**config.mk**
```make
export PLATFORM = sky130hd
export DESIGN_NAME = mac_buffer_ctrl
export DESIGN_NICKNAME = d
export VERILOG_FILES = /design/src/rtl/mac_buffer_ctrl.sv
export SDC_FILE = /design/constraint.sdc
export NUM_CORES = 1
export LEC_CHECK = 0
export BUFFER_PORTS_ARGS = -buffer_cell sky130_fd_sc_hd__buf_2
export CAP_MARGIN = 0
export CORE_MARGIN = 8
export CORE_UTILIZATION = 40
export DETAILED_ROUTE_END_ITERATION = 8
export PLACE_DENSITY_LB_ADDON = 0.3
export RECOVER_POWER = 25
export SLEW_MARGIN = 20
export SYNTH_ARGS = -nofsm -noshare
export SYNTH_HDL_FRONTEND = slang
export SYNTH_SLANG_ARGS = --single-unit
```
**constraint.sdc**
```tcl
create_clock -name Clk -period 3.5 [get_ports Clk]
set_clock_uncertainty 0.1 [all_clocks]
set_input_delay 0.7 -clock Clk [delete_from_list [all_inputs] [get_ports Clk]]
set_output_delay 0.7 -clock Clk [all_outputs]
set_load 0.01 [all_outputs]
```
**src/rtl/mac_buffer_ctrl.sv**
```systemverilog
// ---------------------------------------------------------------------------
// mac_buffer_ctrl
//
// Pointer and occupancy controller for the circular operand buffer that sits
// between an operand producer and the MAC consumer. The data array itself
// lives outside this block; this block decides which requests are granted,
// which slot each accepted write or read targets, and how full the buffer is.
//
// A drain command (Flush) stops the producer side and lets the consumer empty
// the buffer. When the last operand has been read, Done pulses for one cycle.
//
// Full and empty are told apart with a wrap-parity bit per pointer. Each
// pointer toggles its bit every time it wraps from the last slot back to 0.
// Equal addresses with equal parity mean empty. Equal addresses with
// different parity mean full.
//
// Ports
//   Clk      single clock, rising edge
//   Rst      asynchronous, active-high reset
//   W_Req    producer asks to write one operand
//   R_Req    consumer asks to read one operand
//   Flush    drain command (honoured only while actively filling)
//   W_Grant  write accepted this cycle (combinational)
//   R_Grant  read accepted this cycle (combinational)
//   W_Addr   slot targeted by the next accepted write
//   R_Addr   slot targeted by the next accepted read
//   Round    write wrap parity XOR read wrap parity
//   Full     every slot holds unread data
//   Empty    no slot holds unread data
//   Count    number of occupied slots, 0..BufferSize
//   Ready    bit i set when slot i holds unread data
//   Done     one-cycle pulse after a drain has completed
// ---------------------------------------------------------------------------
module mac_buffer_ctrl #(
    parameter int BufferWidth = 2,
    parameter int BufferSize  = 4
) (
    input  logic                   Clk,
    input  logic                   Rst,
    input  logic                   W_Req,
    input  logic                   R_Req,
    input  logic                   Flush,
    output logic                   W_Grant,
    output logic                   R_Grant,
    output logic [BufferWidth-1:0] W_Addr,
    output logic [BufferWidth-1:0] R_Addr,
    output logic                   Round,
    output logic                   Full,
    output logic                   Empty,
    output logic [BufferWidth:0]   Count,
    output logic [BufferSize-1:0]  Ready,
    output logic                   Done
);

    // The buffer holds a power-of-two number of slots. Pointer arithmetic
    // therefore wraps naturally at the top slot, and the count needs one
    // extra bit so that it can represent a completely full buffer.
    localparam logic [BufferWidth-1:0] LastSlot  = BufferWidth'(BufferSize - 1);
    localparam logic [BufferWidth:0]   SlotCount = (BufferWidth + 1)'(BufferSize);
    localparam logic [BufferWidth:0]   OneEntry  = (BufferWidth + 1)'(1);

    typedef enum logic [1:0] {
        ST_IDLE   = 2'd0,
        ST_ACTIVE = 2'd1,
        ST_FLUSH  = 2'd2
    } state_e;

    state_e                 state_q,   state_d;
    logic [BufferWidth-1:0] w_addr_q,  w_addr_d;
    logic [BufferWidth-1:0] r_addr_q,  r_addr_d;
    logic                   w_round_q, w_round_d;
    logic                   r_round_q, r_round_d;
    logic                   done_q,    done_d;

    logic                   round;
    logic                   ptr_equal;
    logic                   full;
    logic                   empty;
    logic [BufferWidth:0]   count;
    logic [BufferWidth-1:0] wr_diff;
    logic [BufferWidth-1:0] rw_diff;
    logic [BufferWidth-1:0] ready_offset;
    logic [BufferSize-1:0]  ready;
    logic                   w_grant;
    logic                   r_grant;
    logic                   flush_exit;

    // All control state sits behind the asynchronous reset. Reset discards
    // every outstanding operand and any pending Done pulse.
    always_ff @(posedge Clk or posedge Rst) begin
        if (Rst) begin
            state_q   <= ST_IDLE;
            w_addr_q  <= '0;
            r_addr_q  <= '0;
            w_round_q <= 1'b0;
            r_round_q <= 1'b0;
            done_q    <= 1'b0;
        end else begin
            state_q   <= state_d;
            w_addr_q  <= w_addr_d;
            r_addr_q  <= r_addr_d;
            w_round_q <= w_round_d;
            r_round_q <= r_round_d;
            done_q    <= done_d;
        end
    end

    // Occupancy status is derived from the two pointers and their wrap
    // parity. When the parities differ, the writer has lapped the reader once.
    // The distance is then measured the other way round and taken from the
    // slot count. This makes a full buffer report BufferSize rather than 0.
    always_comb begin
        round     = w_round_q ^ r_round_q;
        ptr_equal = (w_addr_q == r_addr_q);
        full      = ptr_equal & round;
        empty     = ptr_equal & ~round;
        wr_diff   = w_addr_q - r_addr_q;
        rw_diff   = r_addr_q - w_addr_q;
        if (round) begin
            count = SlotCount - {1'b0, rw_diff};
        end else begin
            count = {1'b0, wr_diff};
        end
    end

    // A slot is occupied when its distance ahead of the read pointer is
    // smaller than the occupancy. This handles the wrapped interval
    // [R_Addr, W_Addr) without special cases. It also gives all-ones when
    // full and all-zeros when empty.
    always_comb begin
        ready        = '0;
        ready_offset = '0;
        for (int i = 0; i < BufferSize; i++) begin
            ready_offset = BufferWidth'(i) - r_addr_q;
            ready[i]     = ({1'b0, ready_offset} < count);
        end
    end

    // Writes are refused while draining or when no slot is free. Reads are
    // refused only when nothing is stored. Because of these two rules, a full
    // buffer with both requests grants only the read, and an empty buffer
    // with both requests grants only the write. Both grants are held low
    // while reset is asserted, so nothing is acknowledged that reset is
    // about to discard.
    always_comb begin
        w_grant = W_Req & ~full & (state_q != ST_FLUSH) & ~Rst;
        r_grant = R_Req & ~empty & ~Rst;
    end

    // The drain ends in one of two ways. The buffer may already be empty.
    // Otherwise, the single remaining operand is read this cycle; no write
    // can refill the buffer during a drain, so this read empties it.
    always_comb begin
        flush_exit = (state_q == ST_FLUSH) &&
                     (empty || (r_grant && (count == OneEntry)));
    end

    // Control sequencing:
    //   IDLE   leaves on the first producer request.
    //   ACTIVE enters the drain when Flush arrives. A write requested in that
    //          same cycle is still granted.
    //   FLUSH  returns to IDLE once the buffer is empty.
    // Flush is ignored in IDLE and in FLUSH. Done is registered, so it
    // appears in the first IDLE cycle after the drain.
    always_comb begin
        state_d = state_q;
        done_d  = 1'b0;
        case (state_q)
            ST_IDLE: begin
                if (W_Req) begin
                    state_d = ST_ACTIVE;
                end
            end
            ST_ACTIVE: begin
                if (Flush) begin
                    state_d = ST_FLUSH;
                end
            end
            ST_FLUSH: begin
                if (flush_exit) begin
                    state_d = ST_IDLE;
                    done_d  = 1'b1;
                end
            end
            default: begin
                state_d = ST_IDLE;
            end
        endcase
    end

    // Each pointer advances by one slot per granted access. When a pointer
    // steps past the last slot, it returns to 0 and flips its wrap parity.
    // The two pointers move independently, so a simultaneous read and write
    // leaves the occupancy unchanged.
    always_comb begin
        w_addr_d  = w_addr_q;
        w_round_d = w_round_q;
        r_addr_d  = r_addr_q;
        r_round_d = r_round_q;
        if (w_grant) begin
            if (w_addr_q == LastSlot) begin
                w_addr_d  = '0;
                w_round_d = ~w_round_q;
            end else begin
                w_addr_d = w_addr_q + BufferWidth'(1);
            end
        end
        if (r_grant) begin
            if (r_addr_q == LastSlot) begin
                r_addr_d  = '0;
                r_round_d = ~r_round_q;
            end else begin
                r_addr_d = r_addr_q + BufferWidth'(1);
            end
        end
    end

    assign W_Grant = w_grant;
    assign R_Grant = r_grant;
    assign W_Addr  = w_addr_q;
    assign R_Addr  = r_addr_q;
    assign Round   = round;
    assign Full    = full;
    assign Empty   = empty;
    assign Count   = count;
    assign Ready   = ready;
    assign Done    = done_q;

endmodule
```
# == After elaboration in Yosys (flattened, before gate mapping) ==
# Index checks and enable logic that the tools add are counted.
# totals
reg_bits,9
latch_bits,0
ram_bits,0
rom_bits,0
inputBits,5
out_inout_bits,17
wordCells,59
memories,0
# classes
addsub,9
mul,0
div_mod_pow,0
magnitude_cmp,4
eq_ne,10
n_shift,0
n_mux,9
bitwise_logic,14
reduce_logical,7
# op_table
operator,count
$lt A2 B3 Y1,4
$mux W2,5
$ne A2 B2 Y1 const B,4
$and A1 B1 Y1,7
$eq A2 B2 Y1 const B,3
$not A1 Y1,6
$pmux W2 S3,1
$add A2 B1 Y2 const B,2
$reduce_and A2 Y1,2
$sub A1 B2 Y2 const A,2
$sub A2 B2 Y2,2
$sub A2 B2 Y2 const A,2
$eq A3 B1 Y1 const B,1
$mux W3,1
$reduce_and A3 Y1,1
$sub A3 B2 Y3 const A,1
$eq A2 B1 Y1 const B,1
$eq A2 B2 Y1,1
$logic_and A1 B1 Y1,2
$logic_not A2 Y1,1
$mux W1,2
$logic_or A1 B1 Y1,1
$xor A1 B1 Y1,1

# == Logic depth before layout (Yosys ltp) ==
# Gate-level depths: netlist of the first run.
# logic_depth
word_depth,11
depth_mapped,8
mapped_depth_nobuf,8

# == Least setup slack after synthesis of the first run ==
# No wires, ideal clock.
# synth_path
kind,reg2out
startpoint,reg r_addr_q[1] (netlist: R_Addr[1])
endpoint,out Ready[3]
arrival_ns,2.282
required_ns,2.700
path_slack_ns,0.418
path_stages_with_launch,8
path_buffers,0
cell_sequence,dfrtp_1 xnor2_1 xor2_1 ha_1 a21oi_1 ha_1 nor2b_1 o21ai_0
# synth_via
elab_chain_cells,4
elab_cells_between_ends,6
classes_between,add/sub (4); order compare (1); mux (1)
# synth_rtl
element,line_no,rtl
from (decl),70,"logic [BufferWidth-1:0] r_addr_q, r_addr_d;"
from (signal assigned),101,r_addr_q <= r_addr_d;
$sub A2 B2 Y2,118,rw_diff = r_addr_q - w_addr_q;
$sub A3 B2 Y3,120,"count = SlotCount - {1'b0, rw_diff};"
$mux W3,119,if (round) begin
$lt A2 B3 Y1 (*),135,"ready[i] = ({1'b0, ready_offset} < count);"
to (decl),51,"output logic [BufferSize-1:0] Ready,"
# Every way passes the cells marked *; elsewhere a longest branch is shown, timed or not.

# == Worst setup path after layout of the first run ==
# layout_path
startpoint,reg w_addr_q[0] (netlist: W_Addr[0])
endpoint,out Ready[3]
# layout_via
elab_chain_cells,4
elab_cells_between_ends,5
classes_between,add/sub (3); order compare (1); mux (1)
# layout_rtl
element,line_no,rtl
from (decl),69,"logic [BufferWidth-1:0] w_addr_q, w_addr_d;"
from (signal assigned),100,w_addr_q <= w_addr_d;
$sub A2 B2 Y2,118,
$sub A3 B2 Y3,120,
$mux W3 (*),119,
$lt A2 B3 Y1 (*),135,
# Marks and branches as above.

==> flow_summary.toml, run 1 <==
[global_route]
grt_pass1_vias = 570
grt_start_max_net_pins = 10
antenna_found_initial = 0
grt_overflow = 0
track_usage_pct = 8.87
grt_pass1_wl_mm = 2.37

[clock_tree]
postCtsHoldBufs = 0
clk_path_buf_depth = 2
htreeDepth = 1
cts-root-buf = "clkbuf_4"
cts_buffers = 3
clock_latency_ns = 0.26
cts_setup_buffers = 0
path_clk_slew_ns = 0.06
cts_tree = "yes"
clock_sinks = 9

[cells_and_area]
ff_latch_area_um2 = 225
multi_input_area_um2 = 430
fillCellCount = 167
diodes = 0
final_net_count = 114
drive_gt1_share_pct = 30.6
syn2layout_area_growth_pct = 24.0

[floorplanning]
initial_core_util_pct = 41.1
row_count = 15
coreArea_mm2 = 0.00165
die_h_um = 57.2
io_pins = 22
dieArea_mm2 = 0.00327
die_w_um = 57.2

[synth]
yosysWarnings = 0
yosysUniqueCellTypes = 21
netlist_area_um2 = 678
synth_edf_count = 0
ys.flop_type = "dfrtp_1"
ys_seq_area_share_pct = 33.2
ys_seq_elements = 9
avgSynthCellArea_um2 = 9.29
syn_inst = 73
synthesis.nets = 88
async_flop_share_pct = 100

[placement]
gp_congestion = 0.754
dp_hpwl_mm = 1.13
portBuffers = 21

[sta]
relSlewSlack_pct = 69.4
worst_hold_slack_ns = 0.289
min_period_ns = 3.31
setup_viol = 0
report.final.hold_viol_count = 0
worst_slew_pin_slew_ns = 0.457
post-route-period-util_pct = 94.5
fmax_mhz = 302
slew_viol_final = 0

[setup_path]
critical_path_class = "flop to output pin"
arrival_ns = 2.51
crit_path_end_kind = "output pin"
start_kind = "flop"
ff2ff_setup_slack_ns = 1.42
critPathRequiredTime_ns = 2.70
path_max_fanout = 6
r2r_cells = 7

[route]
drc = 0
wl_per_cell_um = 12.1
drt_iter0_drc = 2
antenna_left = 0
vias = 567
first_pass_iters = 2
routed_via_density = 4.93
drt_wl_total_mm = 1.39

[min_path]
worst_hold_path_type = "input port to async pin"

[status]
status = "finished, final reports clean"

[job]
cap_violations = 0
==> worst max-delay path, cell delays in order (launching register included) <==
cell,delay (ns)
dfrtp_1,0.44
inv_1,0.08
ha_1,0.41
ha_1,0.36
a21oi_2,0.27
ha_1,0.29
nor2b_1,0.13
o21ai_0,0.13
buf_2,0.15
==> stage by stage <==
| step | instance area, um2 | setup WS (ns) | util, % | setup TNS, ns | cells |
|---|---|---|---|---|---|
| finish | 841 | 0.193 | 50.9 | 0 | 115 |
| detailed placement | 805 | 0.289 | 48.7 | 0 | 111 |
| global route | 841 | -0.00269 | 50.9 | -0.00269 | 115 |
| floorplan | 678 | 0.418 | - | 0 | 73 |
| global placement | 805 | 0.381 | 48.7 | 0 | 111 |
| CTS | 831 | 0.00947 | 50.3 | 0 | 115 |
==> cell usage in the layout, fill, tap and decap left out <==
master / instances
xor2_1: 1
o21ai_0: 9
ha_1: 10
xnor2_2: 2
clkbuf_4: 3
nand2b_1: 2
clkbuf_1: 2
nor2_1: 9
nand3_1: 1
o21a_1: 1
inv_1: 8
a21oi_2: 1
a311oi_4: 1
xnor2_1: 2
nor4_1: 1
dfrtp_1: 9
mux2_2: 1
buf_2: 20
nor2b_1: 4
a31oi_1: 1
inv_2: 1
xnor3_4: 1
nand2_1: 7
o22ai_1: 1
==> Yosys cell counts, types with 2 or more instances <==
cell type	n	area share, %
nor2_1	9	5.0
nand2_1	7	3.9
dfrtp_1	9	33
nor2b_1	4	3.7
xnor2_1	3	3.9
nand2b_1	2	1.8
ha_1	10	18
inv_1	8	4.4
o21ai_0	9	6.6
==> state kept, by name, indices dropped and copies added, names as in the netlist <==
register,count
W_Addr,2
R_Addr,2
r_round_q,1
w_round_q,1
state_q,2
Done,1
==> final cells by class <==
class	count	area share [%]
inverters	9	4.02
flip-flops and latches	9	26.8
clock buffers	4	3.13
well taps	17	2.53
multi-input cells	55	51.2
repair buffers	21	12.4
==> what timing repair did <==
| action | in CTS | in global routing |
|---|---|---|
| endpoints found under the setup margin | 0 | 4 |
| gates resized for setup | 0 | 2 |
| hold endpoints to repair | 0 | 0 |
==> final timing paths <==
| path | from | endpoint |
|---|---|---|
| max | W_Addr[0] | Ready[3] |
| min | Rst | state_q[1] |
| max reg2reg | W_Addr[0] | state_q[1] |
| min reg2reg | state_q[1] | state_q[0] |
| max in group asynchronous | Rst | W_Addr[0] |
| min in group Clk | state_q[1] | state_q[0] |
==> routing by layer <==
| metal | routed length, um | up-vias | track usage [%] |
|---|---|---|---|
| met5 | 0 | - | 0 |
| met4 | 14 | 0 | 2.01 |
| met3 | 74 | 2 | 4.88 |
| met2 | 682 | 15 | 15.2 |
| met1 | 620 | 259 | 9.21 |
| li1 | - | 291 | - |
==> kinds of logic after synthesis <==
kind of cell | after synthesis | share of synthesized area [%]
AND/OR/NAND/NOR | 24 | 16.1
buffers and inverters | 9 | 4.98
flip-flops | 9 | 33.2
XOR/XNOR | 6 | 11.4
adder cells (fa/ha/maj) | 10 | 18.5
multiplexers | 1 | 1.66
AO/OA/AOI/OAI | 14 | 14.2
Power of run 1 is not shown: default switching activity piles up to over one toggle a cycle in this logic, so the estimate is an artifact.
==> run 2, diff against run 1 <==
CORE_MARGIN = default   (was 8)
clock period = 3.9 ns   (was 3.5 ns; I/O delays follow)
==> run 2 against run 1 <==
  * Worst setup slack better by 0.15 ns
  * Non-clock buffer count did not move
  * Critical path depth unchanged
  * Hold slack improved by 0.077 ns
  * Via count up 1.8%
  * Final area shrank 1.3%
  * Routed wire length shrank 8.0%
  * Sequential cell count unchanged
  * Sequential share of layout area rose by 0.36 points
  * Count of clock-buffer cells in the layout is the same
==> flow_summary.toml, run 2 (synthesis results as in run 1) <==
[clock_tree]
clock_sinks = 9
path_clk_slew_ns = 0.06
clk_path_buf_depth = 2
postCtsHoldBufs = 0
cts_resized = 0
clock_latency_ns = 0.26
cts-root-buf = "clkbuf_4"
cts_tree = "yes"
cts_setup_buffers = 0
htreeDepth = 1
cts_buffers = 3

[sta]
tns_ns = 0
fmax_mhz = 281
worst_slew_pin_slew_ns = 0.499
slew_viol_final = 0
setup_viol = 0
relSlewSlack_pct = 66.5
min_period_ns = 3.56
grt_setup_unrepaired = "false"
report.final.hold_viol_count = 0
post-route-period-util_pct = 91.2

[route]
antenna_left = 0
first_pass_iters = 2
drc = 0
routed_via_density = 5.06
drt_iter0_drc = 4
wl_per_cell_um = 11.2
vias = 577
drt_wl_total_mm = 1.28

[global_route]
antenna_found_initial = 0
grt_start_max_net_pins = 10
grt_pass1_vias = 493
grt_pass1_wl_mm = 2.14
grt_overflow = 0
track_usage_pct = 15.8

[floorplanning]
die_h_um = 43.2
coreArea_mm2 = 0.00154
io_pins = 22
dieArea_mm2 = 0.00186
initial_core_util_pct = 44.0
die_w_um = 43.2
row_count = 14

[setup_path]
start_kind = "flop"
ff2ff_setup_slack_ns = 1.73
r2r_end = "state_q[1]"
cp-endpoint = "Ready[3]"
critical_path_class = "flop to output pin"
critical-path-top-delay-family = "XOR/XNOR gates"
cp_slowest_cell = "xnor2_1"
critPathRequiredTime_ns = 3.02
r2r_cells = 7
slowest_delay_ns = 0.47
arrival_ns = 2.68
crit_buf_inv = 1
path_common_cell = "ha_1"
critical_path_depth = 8
path_max_fanout = 7
crit_path_cell_trace = "xnor2_1, xor2_1, ha_1, a21oi_1, ha_1, nor2b_1, o21ai_0, buf_2"
crit_path_end_kind = "output pin"
crit_path_start = "R_Addr[1]"
worst_r2r_startpoint = "R_Addr[1]"

[cells_and_area]
diodes = 0
final_net_count = 114
final_core_util_pct = 53.8
final_common_cell = "buf_2"
drive_gt1_share_pct = 29.6
final_cell_mix = "buf_2 (21), ha_1 (10), dfrtp_1 (9), o21ai_0 (9), nor2_1 (9)"
syn2layout_area_growth_pct = 22.3

[status]
status = "finished, final reports clean"

[placement]
portBuffers = 21
dp_hpwl_mm = 1.04
gp_congestion = 0.782

[min_path]
worst_hold_path_type = "flop to flop"

[job]
cap_violations = 0
[run 2: cell types whose count changed in the layout (fill, tap and decap cells not counted)]
cell      delta
xnor2_1      +1
a21oi_2      -1
buf_2        +1
xnor2_2      -1
a21oi_1      +1
clkbuf_1     -1
[run 2: final cells by class]
type / count / area (um2)
Inverter: 9 / 33.8
Timing Repair Buffer: 21 / 105
Fill cell: 153 / 712
Multi-Input combinational cell: 55 / 419
Clock buffer: 4 / 26.3
Sequential cell: 9 / 225
Tap cell: 16 / 20.0
[run 2: layer usage]
layer  routed length, um  vias to the layer above  GRT usage [%]
met1                 579                      264           19.1
met5                   0                        -              0
met3                  70                        0           6.38
met2                 631                       16           25.1
met4                   0                        0           5.45
li1                    -                      297              -
[run 2: how the worst min path moves through the flow]
stage	startpoint	end	slack [ns]	depth (start not counted)
finish	state_q[1]	state_q[0]	0.37	1
global route	state_q[1]	state_q[0]	0.39	1
CTS	state_q[1]	state_q[0]	0.37	1
detailed placement	state_q[1]	state_q[0]	0.36	1
global placement	state_q[1]	state_q[0]	0.34	1
floorplan	state_q[1]	state_q[0]	0.32	1
[run 2: metrics by stage]
step / worst slack (ns) / hold WS (ns) / cells / area (um2)
detailed placement: 0.590 / 0.361 / 110 / 803
finish: 0.343 / 0.366 / 114 / 830
CTS: 0.293 / 0.366 / 114 / 830
global route: 0.143 / 0.388 / 114 / 830
global placement: 0.701 / 0.338 / 110 / 803
floorplan: 0.738 / 0.316 / 73 / 678
Power of run 2 is left out for the same reason.
==> run 3, diff against run 2 <==
CTS_BUF_LIST = sky130_fd_sc_hd__clkbuf_8   (was default)
==> run 3 against run 2 <==
  * Die area stayed put
  * Core utilization is 1.2 points higher
  * Fmax is 0.86% higher
  * Register-to-register slack hardly changed
  * First-iteration DRC count stayed put
  * Cell count stayed put
  * Critical path depth stayed put
  * Count of clock-buffer cells in the layout is 1 lower
  * Routed wire length is 2.0% higher
  * Non-clock buffer count stayed put
  * Sequential cell count stayed put
  * Via count is 0.52% lower
  * Highest routed layer is now met4
==> flow_summary.toml, run 3 (synthesis results as in run 1) <==
[sta]
relSlewSlack_pct = 66.5
min_period_ns = 3.53
post-route-period-util_pct = 90.4
slew_viol_final = 0
tns_ns = 0
fmax_mhz = 284
timing.final.ws_setup_ns = 0.374
report.final.hold_viol_count = 0
setup_viol = 0
worst_slew_pin_slew_ns = 0.499
grt_setup_unrepaired = "false"

[route]
vias = 574
antenna_left = 0
wl_per_cell_um = 11.5
drt_wl_total_mm = 1.31
routed_via_density = 5.04
drc = 0
first_pass_iters = 3
drt_iter0_drc = 4

[cells_and_area]
final_common_cell = "buf_2"
fin_cells = 114
final_cell_mix = "buf_2 (21), ha_1 (10)"
final_net_count = 114
syn2layout_area_growth_pct = 25.1
drive_gt1_share_pct = 29.6
diodes = 0

[setup_path]
critical_path_class = "flop to output pin"
start_kind = "flop"
crit_path_end_kind = "output pin"
path_max_fanout = 7
critPathRequiredTime_ns = 3.02
arrival_ns = 2.65

[floorplanning]
die_w_um = 43.2
row_count = 14
dieArea_mm2 = 0.00186
initial_core_util_pct = 44.0
coreArea_mm2 = 0.00154
io_pins = 22
die_h_um = 43.2

[global_route]
grt_overflow = 0
grt_start_max_net_pins = 10
track_usage_pct = 17.1
grt_pass1_vias = 501
grt_pass1_wl_mm = 2.19
antenna_found_initial = 0

[placement]
gp_congestion = 0.782
dpl_worst_slack_ns = 0.590
dp_hpwl_mm = 1.04
portBuffers = 21
numPlacedInstances = 110

[clock_tree]
htreeDepth = 1
cts_buffers = 3
clock_latency_ns = 0.24
postCtsHoldBufs = 0
cts_resized = 0
cts-root-buf = "clkbuf_8"
cts_setup_buffers = 0
clk_path_buf_depth = 2
clock_sinks = 9
path_clk_slew_ns = 0.04
cts_tree = "yes"

[status]
status = "finished, final reports clean"

[min_path]
worst_hold_path_type = "flop to flop"

[job]
cap_violations = 0
-- run 3: cell count changes in the layout (fill, tap and decap cells not counted), sizes merged --
cell / change
clkbuf: -1
inv: +1
-- run 3: final cells by class --
class                      instances  area, um2
fill                             151        693
multi-input combinational         55        419
sequential                         9        225
timing repair buffer              21        105
clock buffer                       3       41.3
inverter                           9       33.8
tap                               16       20.0
clock inverter                     1       3.75
-- run 3: critical path, stage by stage, from the launching register on --
cell and delay (ns):
dfrtp_1 0.45, xnor2_1 0.47, xor2_1 0.19, ha_1 0.26, a21oi_1 0.34, ha_1 0.32, nor2b_1 0.13, o21ai_0 0.12
buf_2 0.15
-- run 3: worst paths after layout --
check                           depth (start not counted)    endpoint  slack [ns]  startpoint
worst max-delay path                                    8    Ready[3]        0.37   R_Addr[1]
max in group asynchronous                               2   R_Addr[0]        3.04         Rst
worst min register to register                          1  state_q[0]        0.36  state_q[1]
worst min-delay path                                    1  state_q[0]        0.36  state_q[1]
min in group asynchronous                               2   r_round_q        0.41         Rst
worst max register to register                          7  state_q[1]        1.73   R_Addr[1]
-- run 3: through the flow --
stage | hold slack (ns) | util, % | cell area, um2
floorplan | 0.316 | - | 678
global placement | 0.338 | 52.1 | 803
detailed placement | 0.361 | 52.1 | 803
CTS | 0.364 | 55.0 | 848
global route | 0.385 | 55.0 | 848
finish | 0.359 | 55.0 | 848
-- run 3: metal layers --
| metal | global-route usage, % | share of wire [%] | vias up |
|---|---|---|---|
| met2 | 25.4 | 48 | 17 |
| li1 | - | - | 295 |
| met5 | 0 | 0 | - |
| met1 | 19.6 | 42 | 258 |
| met3 | 7.66 | 6.4 | 4 |
| met4 | 10.9 | 3.4 | 0 |
Power of run 3 is left out for the same reason.
